[src/rtl/mips_ctrl_pkg.sv]
// Shared encodings for the multicycle MIPS main control FSM.
package mips_ctrl_pkg;

    typedef enum logic [3:0] {
        S_IDLE      = 4'd0,
        S_FETCH     = 4'd1,
        S_DECODE    = 4'd2,
        S_MEM_ADDR  = 4'd3,
        S_MEM_READ  = 4'd4,
        S_MEM_WB    = 4'd5,
        S_MEM_WRITE = 4'd6,
        S_R_EXEC    = 4'd7,
        S_R_WB      = 4'd8,
        S_BRANCH    = 4'd9,
        S_JUMP      = 4'd10,
        S_ADDI_EXEC = 4'd11,
        S_ADDI_WB   = 4'd12,
        S_TRAP      = 4'd13
    } state_t;

    localparam logic [5:0] OP_RTYPE = 6'b000000;
    localparam logic [5:0] OP_LW    = 6'b100011;
    localparam logic [5:0] OP_SW    = 6'b101011;
    localparam logic [5:0] OP_BEQ   = 6'b000100;
    localparam logic [5:0] OP_J     = 6'b000010;
    localparam logic [5:0] OP_ADDI  = 6'b001000;

    localparam logic [1:0] ALUOP_ADD   = 2'b00;
    localparam logic [1:0] ALUOP_SUB   = 2'b01;
    localparam logic [1:0] ALUOP_FUNCT = 2'b10;

    localparam logic [1:0] SRCB_REGB    = 2'b00;
    localparam logic [1:0] SRCB_FOUR    = 2'b01;
    localparam logic [1:0] SRCB_IMM     = 2'b10;
    localparam logic [1:0] SRCB_IMM_SH2 = 2'b11;

    localparam logic [1:0] PCSRC_ALU    = 2'b00;
    localparam logic [1:0] PCSRC_ALUOUT = 2'b01;
    localparam logic [1:0] PCSRC_JUMP   = 2'b10;

    localparam logic [1:0] CAUSE_NONE    = 2'b00;
    localparam logic [1:0] CAUSE_ILLEGAL = 2'b01;
    localparam logic [1:0] CAUSE_TIMEOUT = 2'b10;

    // States that wait on the memory handshake and are covered by the timeout
    function automatic logic is_mem_state(input state_t s);
        return (s == S_FETCH) || (s == S_MEM_READ) || (s == S_MEM_WRITE);
    endfunction

endpackage

[src/rtl/mips_mem_wait_timer.sv]
// Counts consecutive memory wait cycles and flags a timeout on the last allowed one.
module mips_mem_wait_timer #(
    parameter int MAX_WAIT = 15
) (
    input  logic clk,
    input  logic reset,
    input  logic clear,
    input  logic stall,
    output logic timeout
);

    logic [7:0] wait_cnt;

    // Wait counter: zeroed whenever the FSM changes state, so it starts at 0 on entry
    always_ff @(posedge clk or posedge reset) begin
        if (reset) begin
            wait_cnt <= 8'd0;
        end else if (clear) begin
            wait_cnt <= 8'd0;
        end else if (stall) begin
            wait_cnt <= wait_cnt + 8'd1;
        end
    end

    // Timeout only fires on a stalled cycle; a ready on the same cycle is not a stall
    always_comb begin
        timeout = stall && (wait_cnt == 8'(MAX_WAIT - 1));
    end

endmodule

[src/rtl/mips_multicycle_ctrl.sv]
// Main control FSM for the multicycle MIPS datapath with wait states, timeout and traps.
module mips_multicycle_ctrl
    import mips_ctrl_pkg::*;
#(
    parameter int MAX_WAIT = 15,
    parameter int CNT_W    = 32
) (
    input  logic             clk,
    input  logic             reset,
    input  logic [5:0]       opcode,
    input  logic             mem_ready,
    output logic             pc_write,
    output logic             pc_write_cond,
    output logic             iord,
    output logic             mem_read,
    output logic             mem_write,
    output logic             ir_write,
    output logic             mem_to_reg,
    output logic             reg_dst,
    output logic             reg_write,
    output logic             alu_src_a,
    output logic [1:0]       alu_src_b,
    output logic [1:0]       alu_op,
    output logic [1:0]       pc_source,
    output logic             trap,
    output logic [1:0]       trap_cause,
    output logic             retired,
    output logic [CNT_W-1:0] instr_count,
    output logic [3:0]       state_dbg
);

    state_t           state_reg, state_next;
    logic [1:0]       cause_reg, cause_next;
    logic [CNT_W-1:0] count_reg;
    logic             stall;
    logic             timeout;
    logic             timer_clear;

    assign stall       = is_mem_state(state_reg) && !mem_ready;
    assign timer_clear = (state_next != state_reg);

    mips_mem_wait_timer #(
        .MAX_WAIT (MAX_WAIT)
    ) u_wait_timer (
        .clk     (clk),
        .reset   (reset),
        .clear   (timer_clear),
        .stall   (stall),
        .timeout (timeout)
    );

    // State, sticky trap cause and retired-instruction counter
    always_ff @(posedge clk or posedge reset) begin
        if (reset) begin
            state_reg <= S_IDLE;
            cause_reg <= CAUSE_NONE;
            count_reg <= '0;
        end else begin
            state_reg <= state_next;
            cause_reg <= cause_next;
            if (retired) begin
                count_reg <= count_reg + CNT_W'(1);
            end
        end
    end

    // Next-state logic and Moore outputs (FETCH/MEM_WRITE also look at mem_ready)
    always_comb begin
        state_next    = state_reg;
        cause_next    = cause_reg;
        pc_write      = 1'b0;
        pc_write_cond = 1'b0;
        iord          = 1'b0;
        mem_read      = 1'b0;
        mem_write     = 1'b0;
        ir_write      = 1'b0;
        mem_to_reg    = 1'b0;
        reg_dst       = 1'b0;
        reg_write     = 1'b0;
        alu_src_a     = 1'b0;
        alu_src_b     = SRCB_REGB;
        alu_op        = ALUOP_ADD;
        pc_source     = PCSRC_ALU;
        trap          = 1'b0;
        retired       = 1'b0;

        case (state_reg)
            S_IDLE: begin
                state_next = S_FETCH;
            end
            S_FETCH: begin
                mem_read  = 1'b1;
                alu_src_b = SRCB_FOUR;
                alu_op    = ALUOP_ADD;
                pc_source = PCSRC_ALU;
                if (mem_ready) begin
                    ir_write   = 1'b1;
                    pc_write   = 1'b1;
                    state_next = S_DECODE;
                end else if (timeout) begin
                    state_next = S_TRAP;
                    cause_next = CAUSE_TIMEOUT;
                end
            end
            S_DECODE: begin
                // Speculatively compute the branch target into ALUOut
                alu_src_b = SRCB_IMM_SH2;
                alu_op    = ALUOP_ADD;
                case (opcode)
                    OP_RTYPE:     state_next = S_R_EXEC;
                    OP_LW, OP_SW: state_next = S_MEM_ADDR;
                    OP_BEQ:       state_next = S_BRANCH;
                    OP_J:         state_next = S_JUMP;
                    OP_ADDI:      state_next = S_ADDI_EXEC;
                    default: begin
                        state_next = S_TRAP;
                        cause_next = CAUSE_ILLEGAL;
                    end
                endcase
            end
            S_MEM_ADDR: begin
                alu_src_a  = 1'b1;
                alu_src_b  = SRCB_IMM;
                alu_op     = ALUOP_ADD;
                // IR still holds the opcode, only lw/sw can reach here
                state_next = (opcode == OP_LW) ? S_MEM_READ : S_MEM_WRITE;
            end
            S_MEM_READ: begin
                mem_read = 1'b1;
                iord     = 1'b1;
                if (mem_ready) begin
                    state_next = S_MEM_WB;
                end else if (timeout) begin
                    state_next = S_TRAP;
                    cause_next = CAUSE_TIMEOUT;
                end
            end
            S_MEM_WB: begin
                reg_write  = 1'b1;
                mem_to_reg = 1'b1;
                retired    = 1'b1;
                state_next = S_FETCH;
            end
            S_MEM_WRITE: begin
                mem_write = 1'b1;
                iord      = 1'b1;
                if (mem_ready) begin
                    retired    = 1'b1;
                    state_next = S_FETCH;
                end else if (timeout) begin
                    state_next = S_TRAP;
                    cause_next = CAUSE_TIMEOUT;
                end
            end
            S_R_EXEC: begin
                alu_src_a  = 1'b1;
                alu_src_b  = SRCB_REGB;
                alu_op     = ALUOP_FUNCT;
                state_next = S_R_WB;
            end
            S_R_WB: begin
                reg_write  = 1'b1;
                reg_dst    = 1'b1;
                retired    = 1'b1;
                state_next = S_FETCH;
            end
            S_BRANCH: begin
                alu_src_a     = 1'b1;
                alu_op        = ALUOP_SUB;
                pc_write_cond = 1'b1;
                pc_source     = PCSRC_ALUOUT;
                retired       = 1'b1;
                state_next    = S_FETCH;
            end
            S_JUMP: begin
                pc_write   = 1'b1;
                pc_source  = PCSRC_JUMP;
                retired    = 1'b1;
                state_next = S_FETCH;
            end
            S_ADDI_EXEC: begin
                alu_src_a  = 1'b1;
                alu_src_b  = SRCB_IMM;
                alu_op     = ALUOP_ADD;
                state_next = S_ADDI_WB;
            end
            S_ADDI_WB: begin
                reg_write  = 1'b1;
                retired    = 1'b1;
                state_next = S_FETCH;
            end
            S_TRAP: begin
                // Parked with every datapath enable low until reset
                trap = 1'b1;
            end
            default: begin
                state_next = S_IDLE;
            end
        endcase
    end

    assign trap_cause  = cause_reg;
    assign instr_count = count_reg;
    assign state_dbg   = state_reg;

endmodule

[config.mk]
export PLATFORM = sky130hd
export DESIGN_NAME = mips_multicycle_ctrl
export DESIGN_NICKNAME = d
export VERILOG_FILES = /design/src/rtl/mips_ctrl_pkg.sv /design/src/rtl/mips_mem_wait_timer.sv /design/src/rtl/mips_multicycle_ctrl.sv
export SDC_FILE = /design/constraint.sdc
export NUM_CORES = 1
export LEC_CHECK = 0
export ABC_AREA = 1
export ABC_CLOCK_PERIOD_IN_PS = 2600
export CAP_MARGIN = 20
export CORE_ASPECT_RATIO = 1.5
export CORE_UTILIZATION = 55
export DETAILED_ROUTE_END_ITERATION = 16
export PLACE_DENSITY = 0.86
export SLEW_MARGIN = 20
export SYNTH_ARGS = -nofsm -noshare
export SYNTH_HDL_FRONTEND = slang
export SYNTH_SLANG_ARGS = --single-unit
[constraint.sdc]
create_clock -name clk -period 2.6 [get_ports clk]
set_input_delay 0.52 -clock clk [delete_from_list [all_inputs] [get_ports clk]]
set_output_delay 0.52 -clock clk [all_outputs]
set_load 0.01 [all_outputs]
# Yosys cells after proc, flatten, opt, wreduce, memory -nomap -nowiden
# Cells that the tools add are included.
[totals]
reg_bits = 46
latch_bits = 0
mem_bits_rw = 0
rom_bits = 0
in_bits = 9
word_cells = 78
mem_count = 0
[classes]
n_addsub = 2
n_mul = 0
div = 0
order_cmp = 0
n_eq_ne = 23
shifts = 0
n_mux = 29
bitwise_logic = 0
reduce_logical = 20
[op_table]
columns = ["operator", "n"]
rows = [
  ["one-hot mux 4 bit (9 select lines)", 1],
  ["adder 32 x 1 -> 32 bit, second input constant", 1],
  ["equality test 4 bit, second input constant", 6],
  ["one-hot mux 4 bit (5 select lines)", 1],
  ["equality test 4 x 3 -> 1 bit, second input constant", 4],
  ["two-way mux 4 bit", 4],
  ["two-way mux 8 bit", 2],
  ["equality test 6 bit, second input constant", 2],
  ["one-hot mux 2 bit (2 select lines)", 3],
  ["OR reduction 6 bit", 2],
  ["two-way mux 1 bit", 11],
  ["adder 8 x 1 -> 8 bit, second input constant", 1],
  ["equality test 4 x 2 -> 1 bit, second input constant", 2],
  ["equality test 8 x 4 -> 1 bit, second input constant", 1],
  ["two-way mux 2 bit", 4],
  ["OR reduction 2 bit", 4],
  ["equality test 6 x 2 -> 1 bit, second input constant", 1],
  ["equality test 6 x 3 -> 1 bit, second input constant", 1],
  ["equality test 6 x 4 -> 1 bit, second input constant", 1],
  ["logical NOT 6 bit", 1],
  ["one-hot mux 2 bit (3 select lines)", 1],
  ["OR reduction 3 bit", 2],
  ["OR reduction 5 bit", 1],
  ["equality test 4 x 1 -> 1 bit, second input constant", 1],
  ["other kinds (11)", 16],
]

# Longest topological paths before layout
# Gate-level depths: netlist (run 1).
[logic_depth]
depth_word = 10
ltp_mapped = 13
ltp_nobuf = 13

# Modules after synthesis
# Synthesis (run 1) repeated with hierarchy kept, for this count alone.
[unflattened]
cells_unflattened = 428
hier_area_um2 = 3000.4
[modules_own_cells]
columns = ["module", "instances", "cells_each", "area_each_um2", "seq_area_each_um2"]
rows = [
  ["mips_multicycle_ctrl", 1, 365, 2513.7, 950.9],
  ["mips_mem_wait_timer", 1, 63, 486.7, 200.2],
]

# Worst setup path before layout (run 1)
# No wires, ideal clock.
[synth_timing]
path_type = "register to output"
startpoint = "reg state_reg[2] (netlist: state_dbg[2])"
endpoint = "out retired"
arrival_ps = 1400
required_ps = 2080
setup_slack_ps = 680
stages_incl_launch_ff = 8
cell_sequence = "dfrtp_1 -> inv_2 -> nor2_2 -> nand2_1 -> nor2_4 -> nand3b_4 -> buf_8 -> clkbuf_8"
[synth_between]
elab_chain_cells = 3
elab_cells_between_ends = 8
[synth_lines]
columns = ["item", "line", "text"]
rows = [
  ["start, declared", "mips_multicycle_ctrl.sv:32", "state_t state_reg, state_next;"],
  ["start signal, assigned", "mips_multicycle_ctrl.sv:59", "state_reg <= state_next;"],
  ["equality test 4 bit or equality test 4 x 3 -> 1 bit (tied branches)", "mips_multicycle_ctrl.sv:87", "case (state_reg)"],
  ["OR reduction 5 bit (no line)", "--", ""],
  ["one-hot mux 1 bit (2 select lines) *", "mips_multicycle_ctrl.sv:87", ""],
  ["end, declared", "mips_multicycle_ctrl.sv:27", "output logic retired,"],
]
# Every way passes the cells marked *; elsewhere a longest branch is shown, timed or not.

# Final worst setup path (run 1)
[layout_timing]
startpoint = "reg state_reg[1] (netlist: state_dbg[1])"
endpoint = "out retired"
# Same word-level chain as after synthesis.

==> out/summary.txt, run 1 <==
Register area share after synthesis -> 39.9%
Wire length per cell -> 13.8 um
# diodes -> 0
Final Wtd Congestion -> 0.903
Hold Worst Slack -> 497 ps
Hold WC Path Type -> register to register
Post-Route WL -> 7150 um
CTS tree -> yes
Layout cells sized above 1 -> 11.5%
Largest net degree at the start of global routing -> 47
Final setup viols -> 0
Crit end category -> output port
Worst ir drop on vdd -> 0.624 mV
Sequential share of power -> 31.5%
Final hold vios -> 0
Fmax -> 396 MHz
Total grt overflow -> 0
Clock power share -> 18.3%
Kind of critical path -> register to output port
Die area -> 5550 um2
Leading area contributor after synthesis -> dfrtp_1
Sw Pwr -> 1280 uW
Core Box Area -> 4930 um2
Post-route ant nets -> 0
Die Height -> 90.7 um
Count of cell types in the netlist -> 32
Pwr Density -> 806 nW/um2
CP delay by family, top -> buffers and inverters
Antenna violations before repair -> 0
Design Area, Final -> 3740 um2
Drt via density -> 5.25
Startpoint types -> register
Gate Count Post-Synth -> 380
Number of synthesis warnings -> 0
Combinational share of power -> 50.2%
CTS buffer count -> 5
I/O pin count -> 65
CP Data Arrival Time -> 2000 ps
Setup WS post-layout -> 76.7 ps
Fin. max-slew vios -> 0
Clk root buf -> clkbuf_8
Initial Util -> 58.6%
First-pass GRT wire length -> 11,900 um
Clock Path Buffers -> 2
Worst skew pair latency -> 310 ps
GRT Overall Usage -> 28.5%
Slowest CP cell -> clkdlybuf4s50_1
Worst slew margin -> 62.1%
Via count -> 2,725
Die width -> 61.2 um
Top FF cell, synth -> dfrtp_1
Worst path max stage delay -> 540 ps
Switching Fraction -> 42.3%
Internal -> 1740 uW
Clock Sinks -> 46
Nets -> 464
Ys async rst share -> 100%
First drt pass iteration count -> 4
Post-Syn Nets -> 392
Dpl hpwl -> 5490 um
P&R area growth vs syn -> 29.6%
DRC -> 0
Avg Inst Size Synth -> 7.60 um2
Yosys reg bits -> 46
Max Cap Viol -> 0
Violation count after the first detailed-route iteration -> 133
Fin crit period -> 2520 ps
Dpl cells -> 508
Yosys top cell area share -> 39.9%
Critical-path cell list -> nand2_2, clkinv_1, o21ai_2, inv_2, nand3b_4, clkdlybuf4s50_1
Vias in the first global route -> 2,770
H-tree depth -> 2
Post-Layout Cell Count -> 519
I/O Buffers -> 64
Fin util -> 76.0%
Leak -> 0.00177 uW
Synthesized area -> 2890 um2
Synth top cells by count -> nand2_1 (96), nor2_1 (58), dfrtp_1 (46)
Post-place setup slack -> 105 ps
Placed Area -> 3580 um2
Critical Path RT -> 2080 ps
Clock Skew -> 9.88 ps
EDFF count, synth -> 0
Crit Path Max Fanout -> 8
Area contributors post-synth -> dfrtp_1 (40%), nand2_1 (12%), nor2_1 (7.5%), xor2_1 (7.3%), inv_1 (5.6%)
Final period utilization -> 97.1%
Fillers -> 386
Most frequent cell after synthesis -> nand2_1
Status -> complete, no violations
CTS clk-pin slew, worst paths -> 90 ps
WP buf/inv -> 3
Least-Margin Pin Slew -> 568 ps
Site row count -> 31
sequential cells by signal, indices dropped and copies added (netlist names):
name / count
instr_count: 32
state_dbg: 4
trap_cause: 2
u_wait_timer.wait_cnt: 8
per-stage QoR:
stage / power (uW) / TNS, ps
2_1_floorplan: 1870 / 0
3_3_place_gp: 2370 / 0
3_5_place_dp: 2400 / 0
4_1_cts: 2950 / -1.81
5_1_grt: 3210 / -16.9
6_report: 3020 / 0
cells in the final DEF (no fill, tap or decap), types with 2 or more instances in the layout:
master,count
ha_1,3
nor4_1,2
inv_2,5
nand3_1,25
clkbuf_8,5
nand3_2,2
nand2_2,8
nor3_1,7
xor2_1,24
nor2_2,5
nand4_1,14
clkdlybuf4s50_1,64
o21ai_0,10
nand2_1,94
dfrtp_1,42
xnor2_1,11
nor3_2,3
buf_4,5
nand2_4,2
dfrtp_2,4
a21oi_1,2
nor2_4,6
nor2_1,56
inv_1,42
area by class of cell:
type                       count  area (um2)  share of cell area (%)
timing repair buffer          69         678                    18.1
inverter                      48         180                    4.81
clock buffer                   5        68.8                    1.84
tap                           66        82.6                    2.21
multi-input combinational    282        1530                    41.0
sequential                    46        1160                    30.9
clock inverter                 3        43.8                    1.17
layer usage:
layer / vias to the layer above / track usage (%) / part of all wire (%)
li1: 1338 / - / -
met4: 0 / 18.2 / 4.2
met1: 1269 / 29.7 / 36
met5: - / 0 / 0
met2: 93 / 49.5 / 55
met3: 25 / 5.16 / 4.3
kinds of logic after synthesis:
kind of cell	count (synthesis)	synth area share (%)
buf+inv	52	7.75
compound gates	15	2.86
flops	46	39.9
xor+xnor	35	10.6
simple gates	229	37.6
fa+ha+maj	3	1.30
power groups by stage:
stage	logic, uW	clock network, uW	registers [uW]
6_report	1510	551	951
3_5_place_dp	1450	0	945
4_1_cts	1460	557	936
5_1_grt	1670	578	965
2_1_floorplan	906	0	960
3_3_place_gp	1430	0	944
path summary, 6_finish.rpt:
check / startpoint / endpoint / slack, ps / depth (start not counted)
min: trap_cause[1]$_DFFE_PP0P_ / trap_cause[1]$_DFFE_PP0P_ / 500 / 2
min in group asynchronous: reset / instr_count[0]$_DFFE_PP0P_ / 660 / 3
max reg2reg: state_dbg[1]$_DFF_PP0_ / instr_count[26]$_DFFE_PP0P_ / 500 / 11
min reg2reg: trap_cause[1]$_DFFE_PP0P_ / trap_cause[1]$_DFFE_PP0P_ / 500 / 2
max: state_dbg[1]$_DFF_PP0_ / retired / 80 / 6
max in group asynchronous: reset / state_dbg[2]$_DFF_PP0_ / 1510 / 3
what timing repair did:
action,4_1_cts,5_1_grt
hold buffers,0,0
setup buffers,0,3
pin swaps,0,1
endpoints found under the setup margin,2,2
cloned,0,0
gates resized for setup,2,8
worst reg2reg max path: cells and delay by family (launching register included):
| kind | cells | cell delay [ps] |
|---|---|---|
| AOI/OAI and AO/OA | 1 | 220 |
| buffers and inverters | 3 | 490 |
| DFF | 1 | 480 |
| and+or+nand+nor | 7 | 820 |
No activity file was read; power rests on OpenSTA's default activity.
==> inputs of run 2 (changes only) <==
- TNS_END_PERCENT: not set -> 20
==> run 2 against run 1 <==
- critical endpoint unchanged
- maximum frequency shrank 0.12%
- die area is the same
- count of clock-buffer cells in the layout unchanged
- clock power hardly changed
- worst hold slack lost 3.7 ps
==> out/summary.txt, run 2 (synthesized netlist as in run 1, its figures left out) <==
Status -> complete, no violations
Drt via density -> 5.24
P&R area growth vs syn -> 29.6%
CTS clk-pin slew, worst paths -> 90 ps
Nets -> 464
First-pass GRT wire length -> 11,900 um
Vias in the first global route -> 2,773
Fin crit period -> 2530 ps
# diodes -> 0
Layout cells sized above 1 -> 11.5%
I/O Buffers -> 64
Leak -> 0.00177 uW
CP Data Arrival Time -> 2010 ps
Core Box Area -> 4930 um2
Kind of critical path -> register to output port
Clock Sinks -> 46
Critical Path RT -> 2080 ps
Largest net degree at the start of global routing -> 47
Die area -> 5550 um2
Final hold vios -> 0
H-tree depth -> 2
CTS buffer count -> 5
Least-Margin Pin Slew -> 576 ps
Clk root buf -> clkbuf_8
Crit end category -> output port
Crit Path Max Fanout -> 8
Post-Route WL -> 7190 um
Final setup viols -> 0
Max Cap Viol -> 0
Placed Area -> 3580 um2
Worst slew margin -> 61.6%
Design Area, Final -> 3740 um2
Initial Util -> 58.6%
Via count -> 2,721
Fillers -> 384
Fmax -> 396 MHz
Die width -> 61.2 um
Pwr Density -> 807 nW/um2
Fin util -> 76.0%
Most frequent cells in the layout -> nand2_1 (94), clkdlybuf4s50_1 (64), nor2_1 (56)
First drt pass iteration count -> 4
CTS tree -> yes
Hold Worst Slack -> 494 ps
Site row count -> 31
Wire length per cell -> 13.8 um
Die Height -> 90.7 um
I/O pin count -> 65
Total grt overflow -> 0
Antenna violations before repair -> 0
Violation count after the first detailed-route iteration -> 129
Max reg flops -> 32
TNS Setup -> 0 ps
DRC -> 0
Worst ir drop on vdd -> 0.626 mV
Fin. max-slew vios -> 0
Leading cell type in the layout, fill and taps excluded -> nand2_1
GRT Overall Usage -> 28.5%
Worst skew pair latency -> 310 ps
Clock Skew -> 7.89 ps
Final period utilization -> 97.2%
Final Wtd Congestion -> 0.903
Post-route ant nets -> 0
Startpoint types -> register
Clock Path Buffers -> 2
Dpl hpwl -> 5490 um
Hold WC Path Type -> register to register
run 2: cell counts in the layout (fill, tap and decap cells not counted):
Identical to the previous run, type by type.
run 2: critical path, stage by stage, from the launching register on:
cell and delay, ps:
dfrtp_2 480, nand2_2 160, clkinv_1 140, o21ai_2 220, inv_2 80, nand3b_4 90, clkdlybuf4s50_1 540
run 2: layer usage:
layer  track usage, %  part of all wire, %  up-vias
met1             29.7                   37     1263
met2             49.5                   54       93
met3             5.16                  4.1       27
li1                 -                    -     1338
met5                0                    0        -
met4             18.2                  4.5        0
run 2: final cells by class:
class,count,area (um2),area share [%]
clock buffer,5,68.8,1.84
clock inverter,3,43.8,1.17
inverter,48,180,4.81
multi-input combinational,282,1530,41.0
sequential,46,1160,30.9
tap,66,82.6,2.21
timing repair buffer,69,678,18.1
run 2: where the power goes:
group	leakage, uW	internal (uW)	total [uW]	switching [uW]
sequential	0.000595	815	951	136
combinational	0.00111	637	1520	883
clock	0.0000585	288	550	261
run 2: path summary, 6_finish.rpt:
check,startpoint,end,slack [ps],cells after the start
hold reg to reg,trap_cause[1]$_DFFE_PP0P_,trap_cause[1]$_DFFE_PP0P_,490,2
setup / recovery,state_dbg[1]$_DFF_PP0_,retired,70,6
setup reg to reg,state_dbg[1]$_DFF_PP0_,instr_count[26]$_DFFE_PP0P_,490,11
hold / removal,trap_cause[1]$_DFFE_PP0P_,trap_cause[1]$_DFFE_PP0P_,490,2
min in group asynchronous,reset,instr_count[5]$_DFFE_PP0P_,670,3
max in group asynchronous,reset,state_dbg[2]$_DFF_PP0_,1510,3
run 2: repair_timing:
action                                  CTS  global route
endpoints found under the setup margin    2             4
buffers inserted                          0             3
gates cloned                              0             0
resized for setup                         1             9
hold buffers                              0             0
pin swaps                                 0             1
run 2: through the flow:
stage | instances | setup WS [ps] | power (uW)
finish | 519 | 73.7 | 3020
detailed placement | 508 | 105 | 2400
CTS | 516 | -9.61 | 2950
global placement | 508 | 113 | 2370
floorplan | 380 | 680 | 1870
global route | 519 | -16.9 | 3210
